**src/rtl/bit_stream_packer.sv**
```systemverilog
// Packs a framed serial bitstream into LEN_DATA-bit words with last/bit-count tags.
// Optional MSB_FIRST_EN: place the k-th bit of a word at LEN_DATA-1-k (left-aligned partials).
module bit_stream_packer #(
  parameter int FF_DLY   = 1,
  parameter int LEN_DATA = 32,
  parameter int LEN_IDX  = 5,
  parameter int INTL     = 0
) (
  input  logic                 clk,
  input  logic                 rst_n,
  input  logic                 bit_in,
  input  logic                 bit_vld,
  input  logic                 sof,
  input  logic                 eof,
  output logic [LEN_DATA-1:0]  data,
  output logic                 data_enb,
  output logic                 data_last,
  output logic [LEN_IDX:0]     data_nbits,
  output logic                 frame_err
);

  typedef enum logic {
    IDLE = 1'b0,
    FILL = 1'b1
  } state_t;

  localparam logic [LEN_IDX-1:0] LAST_IDX = LEN_IDX'(LEN_DATA - 1);

  // Register delays are a simulation-model convention only; these flops carry none.
  if (FF_DLY < 0) begin : g_ff_dly_unused
  end

  state_t               state_q, state_d;
  logic [LEN_IDX-1:0]   idx_q, idx_d;
  logic [LEN_DATA-1:0]  shreg_q, shreg_d;
  logic [LEN_DATA-1:0]  data_q, data_d;
  logic                 data_enb_q, data_enb_d;
  logic                 data_last_q, data_last_d;
  logic [LEN_IDX:0]     data_nbits_q, data_nbits_d;
  logic                 frame_err_q, frame_err_d;

  logic                 accept;
  logic [LEN_IDX-1:0]   base_idx;
  logic [LEN_DATA-1:0]  base_word;
  logic [LEN_IDX-1:0]   pos;
  logic [LEN_DATA-1:0]  word_next;
  logic                 word_full;

  always_comb begin
    // NOTE: every signal written here gets a default first, so no path can infer a latch.
    state_d      = state_q;
    idx_d        = idx_q;
    shreg_d      = shreg_q;
    data_d       = data_q;
    data_last_d  = data_last_q;
    data_nbits_d = data_nbits_q;
    data_enb_d   = 1'b0;
    frame_err_d  = 1'b0;

    accept = bit_vld && ((state_q == FILL) || sof);

    // A sof bit always begins a fresh word at index 0, discarding any partial one.
    base_idx  = sof ? '0 : idx_q;
    base_word = sof ? '0 : shreg_q;

`ifdef MSB_FIRST_EN
    pos = LAST_IDX - base_idx;
`else
    pos = base_idx;
`endif

    word_next = base_word | (LEN_DATA'(bit_in) << pos);
    word_full = (base_idx == LAST_IDX);

    if (accept) begin
      if (sof && (state_q == FILL) && (idx_q != '0)) begin
        frame_err_d = 1'b1;
      end

      if (eof || word_full) begin
        data_d       = word_next;
        data_enb_d   = 1'b1;
        data_last_d  = eof;
        data_nbits_d = (LEN_IDX+1)'(base_idx) + (LEN_IDX+1)'(1);
        shreg_d      = '0;
        idx_d        = '0;
      end else begin
        shreg_d = word_next;
        idx_d   = base_idx + LEN_IDX'(1);
      end

      state_d = eof ? IDLE : FILL;
    end
  end

  // NOTE: sequential state uses non-blocking assignments so every flop samples pre-edge values.
  always_ff @(posedge clk or negedge rst_n) begin
    if (!rst_n) begin
      // NOTE: the shift register is a plain flop bank, so it is reset along with the control state.
      state_q      <= IDLE;
      idx_q        <= LEN_IDX'(INTL);
      shreg_q      <= LEN_DATA'(INTL);
      data_q       <= LEN_DATA'(INTL);
      data_enb_q   <= 1'(INTL);
      data_last_q  <= 1'(INTL);
      data_nbits_q <= (LEN_IDX+1)'(INTL);
      frame_err_q  <= 1'(INTL);
    end else begin
      state_q      <= state_d;
      idx_q        <= idx_d;
      shreg_q      <= shreg_d;
      data_q       <= data_d;
      data_enb_q   <= data_enb_d;
      data_last_q  <= data_last_d;
      data_nbits_q <= data_nbits_d;
      frame_err_q  <= frame_err_d;
    end
  end

  assign data       = data_q;
  assign data_enb   = data_enb_q;
  assign data_last  = data_last_q;
  assign data_nbits = data_nbits_q;
  assign frame_err  = frame_err_q;

endmodule

```
**config.mk**
```make
export PLATFORM = sky130hd
export DESIGN_NAME = bit_stream_packer
export DESIGN_NICKNAME = d
export VERILOG_FILES = /design/src/rtl/bit_stream_packer.sv
export SDC_FILE = /design/constraint.sdc
export NUM_CORES = 1
export LEC_CHECK = 0
export CAP_MARGIN = 10
export CORE_MARGIN = 3
export CORE_UTILIZATION = 45
export CTS_BUF_LIST = sky130_fd_sc_hd__clkbuf_4
export DETAILED_ROUTE_END_ITERATION = 12
export PLACE_DENSITY = 0.72
export SLEW_MARGIN = 25
export SYNTH_ARGS = -nofsm -noshare
export SYNTH_HDL_FRONTEND = slang
export SYNTH_SLANG_ARGS = --single-unit
```
**constraint.sdc**
```tcl
create_clock -name clk -period 2.05 [get_ports clk]
set_input_delay 0.41 -clock clk [delete_from_list [all_inputs] [get_ports clk]]
set_output_delay 0.41 -clock clk [all_outputs]
set_load 0.01 [all_outputs]
```
==> results of run 1 <==
-- cell usage after synthesis (all sizes together) --
cell / count
nand4b: 1
and4b: 1
ha: 1
nor2: 39
a2bb2oi: 1
a32oi: 13
and4bb: 2
o211ai: 4
xor2: 1
a31oi: 1
clkbuf: 10
nor3: 4
and3b: 3
buf: 24
o2bb2ai: 26
xnor2: 2
o21a: 2
nand4: 1
nand2b: 2
a21oi: 46
nand3: 17
nor4b: 1
a22o: 4
nor3b: 4
a32o: 2
nor2b: 4
nor4bb: 1
o22ai: 1
o21bai: 1
a221oi: 4
inv: 4
o31ai: 2
dfrtp: 79
and2: 1
o32a: 1
o21ai: 14
and3: 2
o221ai: 1
nand2: 21
-- final cells by class --
class | instances | share of cell area, %
flip-flops and latches | 79 | 43.84
multi-input cells | 231 | 32.08
repair buffers | 86 | 17.98
well taps | 99 | 2.747
clock buffers | 10 | 1.665
clock inverters | 6 | 1.360
inverters | 4 | 0.3330
-- path summary, 6_finish.rpt --
check                                       endpoint
max in group asynchronous       idx_q[3]$_DFFE_PN0P_
min in group clk           data_nbits[4]$_DFFE_PN0P_
setup / recovery              shreg_q[2]$_DFFE_PN0P_
setup reg to reg                data[26]$_DFFE_PN0P_
hold / removal                   data[2]$_DFFE_PN0P_
hold reg to reg            data_nbits[4]$_DFFE_PN0P_
-- registers in the layout, summed over array words and instances (netlist names) --
name	cells
data	32
shreg_q	32
data_nbits	6
idx_q	5
data_enb	1
data_last	1
frame_err	1
state_q	1
-- layer usage --
| metal | global-route usage, % | wire length, µm | share of wire (%) |
|---|---|---|---|
| met1 | 31.22 | 4207 | 48 |
| met2 | 31.84 | 4128 | 47 |
| met3 | 3.394 | 420 | 4.7 |
| met4 | 7.813 | 95 | 1.1 |
| met5 | 0 | 0 | 0 |
-- power groups by stage --
stage	sequential, mW	combinational [mW]	clock [mW]
CTS	1.78	0.748	0.932
global route	1.79	0.815	1.01
global placement	1.80	0.730	0
detailed placement	1.80	0.742	0
floorplan	1.85	0.277	0
finish	1.77	0.744	0.921
-- kinds of logic after synthesis --
| family | share of synthesized area (%) |
|---|---|
| AO/OA/AOI/OAI | 23.75 |
| AND/OR/NAND/NOR | 15.05 |
| XOR/XNOR | 0.7336 |
| adder cells (fa/ha/maj) | 0.3492 |
| flip-flops | 55.19 |
| buffers and inverters | 4.925 |
-- timing repair --
| item | 4_1_cts | 5_1_grt |
|---|---|---|
| endpoints found under the hold margin | 30 | 0 |
| setup endpoints to repair | 0 | 12 |
| resized for setup | 0 | 2 |
| hold buffers | 1 | 0 |
==> flow_summary_export.csv, run 1 <==
group,metric,value,unit
finish,area_growth,25.88,%
power_and_ir_drop,switching_power,0.9908,mW
global_route,grt_pass1_wl,14800,µm
clock_tree,insertion_delay,0.42,ns
sta,skew,0.01768,ns
finish,final_common_cell,"dfrtp_1",
setup_path,cpMostUsedCell,"buf_4",
synth,synthesis.instances,348,
clock_tree,clock_path_buffers,2,
sta,rsz0062_at_grt,"no",
clock_tree,post_cts_buffers,0,
sta,maxSlewViolCount,0,
place,pre_cts_ws,-0.3454,ns
hold_path,hp-class,"in2async",
die,core-area,7486,µm²
clock_tree,tritoncts,"built",
finish,fillCellCount,606,
sta,tns,0,ns
setup_path,crit_buf_inv,3,
route,drc,0,
route,drtPass1Iterations,5,
setup_path,cp-end-kind,"flip-flop",
finish,multi_input_area,1446,µm²
die,ios,47,
setup_path,ff2ff_path_depth,8,
route,ant_nets,0,
die,die_h,95.22,µm
synth,synth_top_cell_by_area,"dfrtp_1",
synth,synth_area_leaders,"dfrtp_1 55%, a21oi_1 6.4%, o2bb2ai_1 6.4%",
synth,yosys_warnings,0,
finish,drive_gt1_share,15.87,%
synth,synth_top_area_share,55.19,%
power_and_ir_drop,switching_share,28.82,%
synth,avgSynthCellArea,10.29,µm²
route,route.vias.total,2953,
clock_tree,clkSlewWorstSetupHoldPaths,0.13,ns
global_route,grt_start_max_net_pins,50,
flow_run,cap_viol_max_count,0,
route,wire_per_inst,17.19,µm
route,drt-total-wl,8851,µm
finish,ff_latch_area,1977,µm²
setup_path,rrSetupSlack,0.32,ns
global_route,grt-ovfl-total,0,
global_route,grt_pass1_vias,2933,
die,die_x,95.22,µm
clock_tree,root_buffer,"clkbuf_4",
finish,final_cell_area,4509,µm²
route,drt_iter0_drc,218,
sta,setup_viol,0,
clock_tree,cts_buffers,9,
place,place.gp.congestion,0.8415,
sta,period_share,93.01,%
sta,slew_headroom,66.11,%
route,viasPerCell,5.734,
setup_path,worst-endpoint-arrival,2.25,ns
setup_path,critPathTopFamily,"buffers and inverters",
die,die-area,9067,µm²
sta,worstMarginPinSlew,0.5071,ns
place,place_hpwl,6112,µm
finish,final_cells,515,
synth,seq_area_frac_synth,55.19,%
power_and_ir_drop,p_total,3.438,mW
synth,synth_seq_cells,79,
place,portBuffers,46,
setup_path,r2r-start,"idx_q[2]$_DFFE_PN0P_",
setup_path,slowest_delay,0.51,ns
setup_path,critPathKind,"in2reg",
sta,layout_setup_ws,0.1433,ns
power_and_ir_drop,leakagePower,1.892,nW
sta,holdWs,0.4615,ns
sta,finalCriticalPeriod,1.907,ns
finish,layout_common_cells,"79 x dfrtp_1, 46 x a21oi_1, 45 x clkdlybuf4s50_1, 39 x nor2_1, 36 x buf_4",
setup_path,startpoint_type,"primary input",
setup_path,setup.worst_path.start,"sof",
sta,max_freq,524.5,MHz
power_and_ir_drop,seq_power_share,51.6,%
finish,final_util,60.24,%
synth,syn_nets,355,
clock_tree,htree_levels,3,
sta,finalHoldViolations,0,
setup_path,cp.required,2.39,ns
setup_path,cp_cell_sequence,"clkdlybuf4s50_1, buf_4, nor2b_1, ha_2, o21a_1, o21ai_2, buf_4, o2bb2ai_1",
finish,final_nets,418,
setup_path,crit_slowest_cell,"clkdlybuf4s50_1",
clock_tree,cts_sinks,79,
global_route,antenna_found_initial,0,
power_and_ir_drop,power_density,762.5,nW/µm²
setup_path,path_depth,8,
setup_path,cp_max_fo,18,
power_and_ir_drop,combPwrFrac,21.6,%
power_and_ir_drop,internal_power,2.447,mW
synth,synth_area,3582,µm²
power_and_ir_drop,peakVddDrop,0.4609,mV
status,outcome,"finished clean",
place,dpl_cell_area,4349,µm²
place,dp_cells,498,
die,initial_utilization,47.85,%
synth,ys_types,46,
finish,diodes,0,
die,row_count,31,
power_and_ir_drop,clkPwrFrac,26.8,%
global_route,grt_usage,21.27,%
Power figures use the tool's default switching activity.
==> run 2: changes to the inputs <==
CORE_UTILIZATION = 40   (was 45)
PLACE_DENSITY = 0.65   (was 0.72)
==> flow_summary_export.csv, run 2 (synthesized netlist as in run 1, its figures left out) <==
group,metric,value,unit
route,drt-total-wl,8916,µm
power_and_ir_drop,seq_power_share,51.3,%
setup_path,critPathKind,"in2reg",
clock_tree,post_cts_buffers,0,
clock_tree,insertion_delay,0.43,ns
route,ant_nets,0,
sta,skew,0.01738,ns
setup_path,r2r-start,"idx_q[2]$_DFFE_PN0P_",
setup_path,ff2ff_path_depth,8,
clock_tree,cts_buffers,9,
sta,finalHoldViolations,0,
route,drt_iter0_drc,223,
power_and_ir_drop,combPwrFrac,21.7,%
setup_path,cp.required,2.36,ns
flow_run,cap_viol_max_count,0,
finish,diodes,0,
global_route,grt_start_max_net_pins,39,
finish,layout_common_cells,"79 x dfrtp_1, 46 x a21oi_1, 45 x clkdlybuf4s50_1, 41 x buf_4, 39 x nor2_1",
sta,finalCriticalPeriod,1.880,ns
sta,maxSlewViolCount,0,
die,die_x,100.6,µm
clock_tree,clkSlewWorstSetupHoldPaths,0.13,ns
setup_path,timing.rr.end,"data[4]$_DFFE_PN0P_",
die,ios,47,
sta,period_share,91.71,%
power_and_ir_drop,peakVddDrop,0.4442,mV
global_route,grt_pass1_vias,3007,
finish,final_util,53.76,%
route,drc,0,
setup_path,startpoint_type,"primary input",
die,row_count,33,
route,route.vias.total,2961,
setup_path,cp-end-kind,"flip-flop",
power_and_ir_drop,internal_power,2.450,mW
global_route,antenna_found_initial,0,
place,place.gp.congestion,0.8346,
finish,final_common_cell,"dfrtp_1",
setup_path,cp_max_fo,7,
clock_tree,root_buffer,"clkbuf_4",
global_route,grt-ovfl-total,0,
place,place_hpwl,6178,µm
finish,drive_gt1_share,16.82,%
clock_tree,tritoncts,"built",
finish,area_growth,27.03,%
sta,setup_viol,0,
power_and_ir_drop,leakagePower,1.921,nW
finish,final_nets,424,
power_and_ir_drop,p_total,3.446,mW
power_and_ir_drop,switching_power,0.9963,mW
power_and_ir_drop,power_density,757.3,nW/µm²
setup_path,worst-endpoint-arrival,2.19,ns
die,die_h,100.6,µm
route,wire_per_inst,16.92,µm
route,drtPass1Iterations,4,
power_and_ir_drop,clkPwrFrac,27.0,%
sta,worstMarginPinSlew,0.4992,ns
global_route,grt_pass1_wl,15260,µm
place,pre_cts_ws,-0.2759,ns
sta,slew_headroom,66.65,%
clock_tree,cts_sinks,79,
die,core-area,8464,µm²
hold_path,hp-class,"in2async",
die,die-area,10130,µm²
setup_path,rrSetupSlack,0.30,ns
sta,max_freq,531.9,MHz
route,viasPerCell,5.619,
clock_tree,clock_path_buffers,2,
power_and_ir_drop,switching_share,28.91,%
die,initial_utilization,42.32,%
clock_tree,htree_levels,3,
sta,rsz0062_at_grt,"no",
sta,layout_setup_ws,0.1699,ns
status,outcome,"finished clean",
place,portBuffers,46,
global_route,grt_usage,19.00,%
run 2: how the worst max path moves through the flow:
stage | startpoint | endpoint | slack, ns | depth (start not counted)
after floorplan | sof | shreg_q[0]$_DFFE_PN0P_ | 0.005 | 9
after global placement | sof | shreg_q[17]$_DFFE_PN0P_ | -0.24 | 8
after detailed placement | sof | shreg_q[19]$_DFFE_PN0P_ | -0.28 | 8
after CTS | sof | shreg_q[19]$_DFFE_PN0P_ | 0.19 | 8
after global routing | sof | data[4]$_DFFE_PN0P_ | 0.008 | 9
final | sof | data[4]$_DFFE_PN0P_ | 0.17 | 9
run 2: metal layers:
metal	wire, µm	up-vias	track usage, %
li1	-	1416	-
met1	4218	1456	27.52
met5	0	-	0
met2	4166	75	28.66
met3	349	14	2.837
met4	182	0	7.565
run 2: area by class of cell:
class                   count  area, µm²
clock buffers              10      75.07
clock inverters             6      60.06
fillers                   726       3914
inverters                   4      15.01
multi-input cells         231       1433
flip-flops and latches     79       1977
well taps                 105      131.4
repair buffers             92      859.6
run 2: power by group through the flow:
stage | registers [mW] | clock network [mW] | logic [mW]
detailed placement | 1.80 | 0 | 0.750
global placement | 1.80 | 0 | 0.741
floorplan | 1.85 | 0 | 0.277
CTS | 1.77 | 0.955 | 0.757
finish | 1.77 | 0.932 | 0.747
global route | 1.79 | 1.03 | 0.817
run 2: repair_timing:
item | in CTS | in global routing
setup endpoints to repair | 0 | 2
hold buffers | 1 | 0
resized for setup | 0 | 1
hold endpoints to repair | 18 | 0
run 2: through the flow:
stage / instance area (µm²) / TNS (ns) / hold WS [ns] / instances
after floorplan: 3582 / 0 / 0.1144 / 348
after global placement: 4402 / -14.78 / 0.3076 / 510
after detailed placement: 4402 / -17.14 / 0.3088 / 510
after CTS: 4547 / 0 / 0.3712 / 527
after global routing: 4551 / 0 / 0.3913 / 527
final: 4551 / 0 / 0.3756 / 527
run 2: worst max-delay path: stages:
cell	delay [ns]
clkdlybuf4s50_1	0.47
nand4b_1	0.23
nor2_1	0.15
ha_1	0.26
o221ai_2	0.14
buf_4	0.19
buf_4	0.15
a21oi_1	0.11
a21oi_1	0.08
